--- config.mk ---
export PLATFORM = sky130hd
export DESIGN_NAME = imem_loader_flat
export DESIGN_NICKNAME = d
export VERILOG_FILES = /design/src/rtl/imem_loader_pkg.sv /design/src/rtl/imem_loader_if.sv /design/src/rtl/imem_loader_byte_assembler.sv /design/src/rtl/imem_loader.sv /design/src/flat_wrapper.sv
export SDC_FILE = /design/constraint.sdc
export NUM_CORES = 1
export LEC_CHECK = 0
export CORE_AREA = 2 2 90 101
export DETAILED_ROUTE_END_ITERATION = 8
export DIE_AREA = 0 0 92 103
export PLACE_DENSITY = 0.79
export REMOVE_ABC_BUFFERS = 1
export SLEW_MARGIN = 20
export SYNTH_ARGS = -nofsm -noshare
export SYNTH_HDL_FRONTEND = slang
export SYNTH_HIERARCHICAL = 1
export SYNTH_SLANG_ARGS = --single-unit
--- constraint.sdc ---
create_clock -name clk -period 3.1 [get_ports clk]
set_input_delay 0.62 -clock clk [delete_from_list [all_inputs] [get_ports clk]]
set_output_delay 0.62 -clock clk [all_outputs]
set_load 0.01 [all_outputs]
--- src/rtl/imem_loader_pkg.sv ---
// imem_loader shared types: FSM state encoding and image-format constants.
// Imported by the loader top and its byte assembler.
package imem_loader_pkg;

  typedef enum logic [2:0] {
    HDR0,
    HDR1,
    DATA,
    CSUM,
    DONE,
    ERR
  } state_t;

  localparam int BYTES_PER_WORD = 4;
  localparam int HDR_BYTES      = 2;
  localparam int BCNT_W         = $clog2(BYTES_PER_WORD);

endpackage

--- src/rtl/imem_loader_if.sv ---
// Host byte channel plus instruction-memory write port.
// master: host/memory side, slave: the loader.
interface imem_loader_if #(
  parameter int ADDR_W = 5
);

  logic [7:0]        in_data;
  logic              in_valid;
  logic              in_ready;
  logic              imem_we;
  logic [ADDR_W-1:0] imem_addr;
  logic [31:0]       imem_wdata;

  modport master (
    output in_data,
    output in_valid,
    input  in_ready,
    input  imem_we,
    input  imem_addr,
    input  imem_wdata
  );

  modport slave (
    input  in_data,
    input  in_valid,
    output in_ready,
    output imem_we,
    output imem_addr,
    output imem_wdata
  );

endinterface

--- src/rtl/imem_loader_byte_assembler.sv ---
// Packs 4 bytes little-endian into a word; word_valid pulses one cycle.
// Ports: clk, rst, clear, byte_en, in_byte -> word, word_valid, last_byte.
module byte_assembler
  import imem_loader_pkg::*;
(
  input  logic        clk,
  input  logic        rst,
  input  logic        clear,
  input  logic        byte_en,
  input  logic [7:0]  in_byte,
  output logic [31:0] word,
  output logic        word_valid,
  output logic        last_byte
);

  logic [BCNT_W-1:0] cnt;
  logic [31:0]       sr;
  logic [31:0]       sr_next;

  // New bytes enter at the top so the first byte lands in [7:0].
  assign sr_next   = {in_byte, sr[31:8]};
  assign last_byte = byte_en &&
                     (cnt == BCNT_W'(BYTES_PER_WORD - 1));

  always_ff @(posedge clk) begin
    if (rst) begin
      cnt        <= '0;
      sr         <= '0;
      word       <= '0;
      word_valid <= 1'b0;
    end else if (clear) begin
      cnt        <= '0;
      sr         <= '0;
      word_valid <= 1'b0;
    end else begin
      word_valid <= 1'b0;
      if (byte_en) begin
        sr  <= sr_next;
        cnt <= cnt + 1'b1;
        // word is held between completions so the
        // write data stays stable while imem_we is low
        if (last_byte) begin
          word       <= sr_next;
          word_valid <= 1'b1;
        end
      end
    end
  end

endmodule

--- src/rtl/imem_loader.sv ---
// Loads a checksummed program image from a byte stream into imem.
// Ports: clk, rst, start, bus (slave), cpu_hold, done, error.
module imem_loader
  import imem_loader_pkg::*;
#(
  parameter int DEPTH  = 32,
  parameter int ADDR_W = 5,
  parameter int CNT_W  = 16
) (
  input  logic         clk,
  input  logic         rst,
  input  logic         start,
  imem_loader_if.slave bus,
  output logic         cpu_hold,
  output logic         done,
  output logic         error
);

  state_t            state;
  logic [CNT_W-1:0]  count;
  logic [CNT_W-1:0]  cnt_next;
  logic [ADDR_W-1:0] widx;
  logic [ADDR_W-1:0] addr;
  logic [7:0]        xr;
  logic              accept;
  logic              restart;
  logic              asm_en;
  logic              last_byte;
  logic              word_valid;
  logic [31:0]       word;

  assign bus.in_ready = (state == HDR0) ||
                        (state == HDR1) ||
                        (state == DATA) ||
                        (state == CSUM);

  assign accept   = bus.in_valid && bus.in_ready;
  assign restart  = start &&
                    ((state == DONE) || (state == ERR));
  assign asm_en   = accept && (state == DATA);
  assign cnt_next = CNT_W'({bus.in_data, count[7:0]});

  assign bus.imem_we    = word_valid;
  assign bus.imem_addr  = addr;
  assign bus.imem_wdata = word;

  byte_assembler u_asm (
    .clk        (clk),
    .rst        (rst),
    .clear      (restart),
    .byte_en    (asm_en),
    .in_byte    (bus.in_data),
    .word       (word),
    .word_valid (word_valid),
    .last_byte  (last_byte)
  );

  always_ff @(posedge clk) begin
    if (rst) begin
      state    <= HDR0;
      count    <= '0;
      widx     <= '0;
      addr     <= '0;
      xr       <= '0;
      cpu_hold <= 1'b1;
      done     <= 1'b0;
      error    <= 1'b0;
    end else begin
      unique case (state)
        HDR0: begin
          if (accept) begin
            count[7:0] <= bus.in_data;
            xr         <= xr ^ bus.in_data;
            state      <= HDR1;
          end
        end
        HDR1: begin
          if (accept) begin
            count <= cnt_next;
            xr    <= xr ^ bus.in_data;
            if (cnt_next > CNT_W'(DEPTH)) begin
              state <= ERR;
              error <= 1'b1;
            end else if (cnt_next == '0) begin
              state <= CSUM;
            end else begin
              state <= DATA;
            end
          end
        end
        DATA: begin
          if (accept) begin
            xr <= xr ^ bus.in_data;
          end
          if (last_byte) begin
            addr <= widx;
            // index stops at the last word so a full-depth
            // image never wraps it
            if (CNT_W'(widx) == count - 1'b1) begin
              state <= CSUM;
            end else begin
              widx <= widx + 1'b1;
            end
          end
        end
        CSUM: begin
          if (accept) begin
            if (bus.in_data == xr) begin
              state    <= DONE;
              done     <= 1'b1;
              cpu_hold <= 1'b0;
            end else begin
              state <= ERR;
              error <= 1'b1;
            end
          end
        end
        DONE: begin
          if (start) begin
            state    <= HDR0;
            done     <= 1'b0;
            cpu_hold <= 1'b1;
            count    <= '0;
            widx     <= '0;
            xr       <= '0;
          end
        end
        ERR: begin
          if (start) begin
            state <= HDR0;
            error <= 1'b0;
            count <= '0;
            widx  <= '0;
            xr    <= '0;
          end
        end
        default: state <= HDR0;
      endcase
    end
  end

endmodule
--- src/flat_wrapper.sv ---
// flat-port wrapper written by rule: the top's interface ports become plain ports
module imem_loader_flat import imem_loader_pkg::*;
#(
  parameter int DEPTH  = 32,
  parameter int ADDR_W = 5,
  parameter int CNT_W  = 16
)
  (clk, rst, start, cpu_hold, done, error, bus_in_data, bus_in_valid, bus_in_ready, bus_imem_we, bus_imem_addr, bus_imem_wdata);
  imem_loader_if #(.ADDR_W(ADDR_W)) bus_i ();
  input  logic clk;
  input  logic rst;
  input  logic start;
  output logic cpu_hold;
  output logic done;
  output logic error;
  input wire logic [$bits(bus_i.in_data)-1:0] bus_in_data;
  input wire logic [$bits(bus_i.in_valid)-1:0] bus_in_valid;
  output wire logic [$bits(bus_i.in_ready)-1:0] bus_in_ready;
  output wire logic [$bits(bus_i.imem_we)-1:0] bus_imem_we;
  output wire logic [$bits(bus_i.imem_addr)-1:0] bus_imem_addr;
  output wire logic [$bits(bus_i.imem_wdata)-1:0] bus_imem_wdata;
  assign bus_i.in_data = bus_in_data;
  assign bus_i.in_valid = bus_in_valid;
  assign bus_in_ready = bus_i.in_ready;
  assign bus_imem_we = bus_i.imem_we;
  assign bus_imem_addr = bus_i.imem_addr;
  assign bus_imem_wdata = bus_i.imem_wdata;
  imem_loader #(.DEPTH(DEPTH), .ADDR_W(ADDR_W), .CNT_W(CNT_W)) u_core (.clk(clk), .rst(rst), .start(start), .bus(bus_i), .cpu_hold(cpu_hold), .done(done), .error(error));
endmodule
==> flow_summary.ini <==
[outcome]
status = completed

[min_path]
holdPathEnd = u_core/bus.imem_addr[0]
worstHoldPathType = reg2reg
holdPathStages = 2
worstHoldStart = u_core/bus.imem_addr[0]

[synth]
synth_async_sr_flop_share_pct = 0
synth.yosys.seq_area_share_pct = 42.8
synthDistinctLibCells = 51
synthesis.area_sq_um = 4630
synth_enable_flop_cells = 0
synth.yosys.warnings = 6
postSynth.topFlopCell = sky130_fd_sc_hd__dfxtp_1
ys_ff_latch = 99
synthCells = 514
syn_area_per_cell_sq_um = 9.01

[routing]
vias = 3739
detail-route-antenna-nets = 0
wl_um = 9830
first_iter_violations = 356
drc_markers = 0
route.detailed.wl_per_inst_um = 14.6
post_drt_via_cell_ratio = 5.55
drtPass1Iterations = 5

[global_route]
grt_start_max_net_pins = 60
antenna_found_initial = 0
grt_pass1_wl_um = 16300
grt.overflow.total = 0
grt_pass1_vias = 3535
gr-usage-all-layers_pct = 21.2

[die]
die_area_sq_um = 9480
fp.dieW_um = 92
floorplan.io_pins = 54
start_util_pct = 54.1
design.core.area_sq_um = 8560
placement_rows = 36
die_height_um = 103

[clock_tree]
cts.sink_count = 99
clock_transition_time_at_the_flip_flop_clock_pins_of_the_worst_setup_and_hold_paths_ns = 0.10
tritoncts = built
cts_inserted_buffers = 9
cts_repair_resize_count = 0
maximum_clock_path_buffer_count = 2
post_cts_buffers = 0
worst_skew_pair.late_latency_ns = 0.37
clock-root-buffer = sky130_fd_sc_hd__clkbuf_8
h_tree_levels = 3
ctsHoldBuffers = 0

[sta]
max_slew.worst_pin.slew_ns = 0.667
max-slew-margin-rel_pct = 55.5
setup-violations-final = 0
finalHoldWorstSlack_ns = 0.461
report.final.hold_viol_count = 0
tns_ns = 0
fin_crit_sh_pct = 80.2
number_of_max_slew_violations_in_the_final_report = 0
fmax_ghz = 0.402
skew_ns = 0.0174
layout_setup_ws_ns = 0.613
finalWorstPathRequiredPeriod_ns = 2.49
setup_repair_after_global_routing_missed_its_margin = false

[run]
drv_cap = 0

[layout]
footprint_of_the_multi_input_gates_sq_um = 2440
layout.filler_cells = 706
area_growth_syn_to_layout_pct = 16.3
most-common-layout-cells = sky130_fd_sc_hd__dfxtp_1 (99), sky130_fd_sc_hd__nand2b_1 (67), sky130_fd_sc_hd__mux2i_1 (57), sky130_fd_sc_hd__clkdlybuf4s50_1 (52), sky130_fd_sc_hd__nor2_1 (51)
final_layout_size_suffix_gt1_share_pct = 6.61
antenna_cells_inserted = 0
final_design_area_no_fill_sq_um = 5390
area.sequential_sq_um = 1980
instances_no_fill = 674
nets_finish = 570
layout.cells.most_common = sky130_fd_sc_hd__dfxtp_1

[critical_path]
critPathBufInv = 1
ff2ff_setup_slack_ns = 0.61
cells_traversed_along_the_worst_timing_path = inv_1, ha_1, nor2b_1, nand4_1, a2111oi_4, nand4_4, nor3_4, or3_1, a21oi_1
cp-start-kind = register
cp_top_family = simple AND/OR/NAND/NOR gates
r2r-end = u_core/widx[4]
path_max_fanout = 7
ff2ff_path_depth = 9
worst_ep_arrival_time_ns = 2.73
setup.worst_path.end_class = register
cell_with_the_biggest_individual_delay_on_the_critical_path = sky130_fd_sc_hd__a2111oi_4
worst-endpoint-required_ns = 3.34
start_of_the_worst_register_to_register_path = u_core/count[0]
critical_path.max_stage_delay_ns = 0.45
setup.worst_path.class = reg2reg

[power_and_ir_drop]
power.density_nw_per_um2 = 468
ir_drop_uv = 256
power.static_leakage_nw = 1.80

[place]
place_area_sq_um = 5180
pre_cts_ws_ns = 0.480
dp_cells = 658
hpwlAfterDp_um = 6710
place_congestion = 0.896
io_buffers = 53
[worst max-delay path by stage]
stage / from / endpoint / slack (ns) / cells past startpoint
4_1_cts: u_core/count[0] / u_core/widx[3] / 0.65 / 9
5_1_grt: u_core/count[0] / u_core/widx[3] / 0.46 / 9
3_5_place_dp: bus_in_data[4] / u_core/state[0] / 0.48 / 8
6_report: u_core/count[0] / u_core/widx[4] / 0.61 / 9
2_1_floorplan: bus_in_valid / u_core/u_asm/word[0] / -0.94 / 4
3_3_place_gp: bus_in_data[4] / u_core/state[0] / 0.56 / 8
[cell families after synthesis]
| family | count (synthesis) | synth area share, % |
|---|---|---|
| AND/OR/NAND/NOR | 218 | 25.4 |
| adder cells (fa/ha/maj) | 3 | 0.810 |
| buffers and inverters | 40 | 4.67 |
| multiplexers | 57 | 12.3 |
| XOR/XNOR | 15 | 2.84 |
| AO/OA/AOI/OAI | 82 | 11.2 |
| flip-flops | 99 | 42.8 |
[synthesized netlist by cell type (2+ instances only)]
library cell	instances	share of area (%)
sky130_fd_sc_hd__nor2_1	52	4.2
sky130_fd_sc_hd__clkbuf_1	17	1.4
sky130_fd_sc_hd__ha_1	3	0.81
sky130_fd_sc_hd__mux2i_1	57	12
sky130_fd_sc_hd__a31oi_1	3	0.41
sky130_fd_sc_hd__a21oi_1	37	4.0
sky130_fd_sc_hd__inv_1	10	0.81
sky130_fd_sc_hd__or3_1	6	0.81
sky130_fd_sc_hd__nor3_1	7	0.76
sky130_fd_sc_hd__xor2_1	4	0.76
sky130_fd_sc_hd__nand2b_1	67	9.0
sky130_fd_sc_hd__and3b_1	2	0.38
sky130_fd_sc_hd__buf_6	8	1.9
sky130_fd_sc_hd__dfxtp_1	99	43
sky130_fd_sc_hd__nor2b_1	3	0.41
sky130_fd_sc_hd__or2_2	2	0.27
sky130_fd_sc_hd__o21ai_1	4	0.43
sky130_fd_sc_hd__nand4_1	7	0.95
sky130_fd_sc_hd__xnor2_1	11	2.1
sky130_fd_sc_hd__buf_2	5	0.54
sky130_fd_sc_hd__nand3b_1	8	1.3
sky130_fd_sc_hd__nand3_1	20	2.2
sky130_fd_sc_hd__nand2_1	34	2.8
sky130_fd_sc_hd__o21ai_0	21	2.3
[report_power, final]
group / internal, mW / switching, mW / total (mW)
combinational: 0.141 / 0.198 / 0.339
clock: 0.400 / 0.442 / 0.842
sequential: 1.30 / 0.0365 / 1.34
total: 1.84 / 0.676 / 2.52
[per-layer routing]
| layer | vias up | share of wire (%) | GRT usage, % |
|---|---|---|---|
| met4 | 0 | 2.2 | 8.38 |
| met1 | 1778 | 44 | 25.5 |
| met5 | - | 0 | 0 |
| li1 | 1845 | - | - |
| met2 | 97 | 50 | 37.7 |
| met3 | 19 | 4.1 | 4.02 |
[area by class of cell]
class	count	share of cell area (%)
flip-flops and latches	99	36.8
repair buffers	60	10.7
clock buffers	11	2.62
multi-input cells	375	45.4
inverters	10	0.697
clock inverters	5	1.14
well taps	114	2.65
[stage by stage]
step	power, mW	util [%]
detailed placement	1.70	60.6
global route	2.62	62.9
CTS	2.53	62.9
floorplan	1.59	-
global placement	1.69	60.6
finish	2.52	62.9
[sequential cells by signal, summed over array words and instances, names as in the netlist, 2 cells and up]
register	count
u_core/widx	5
u_core/u_asm/word	32
u_core/u_asm/sr	24
u_core/u_asm/cnt	2
u_core/xr	8
u_core/count	16
u_core/state	3
u_core/bus.imem_addr	5
[tightest hold or removal path: stages (launching register included)]
cell	delay [ns]
sky130_fd_sc_hd__dfxtp_1	0.32
sky130_fd_sc_hd__nand2_1	0.05
sky130_fd_sc_hd__a21oi_1	0.05
No activity file was read; power rests on OpenSTA's default activity.
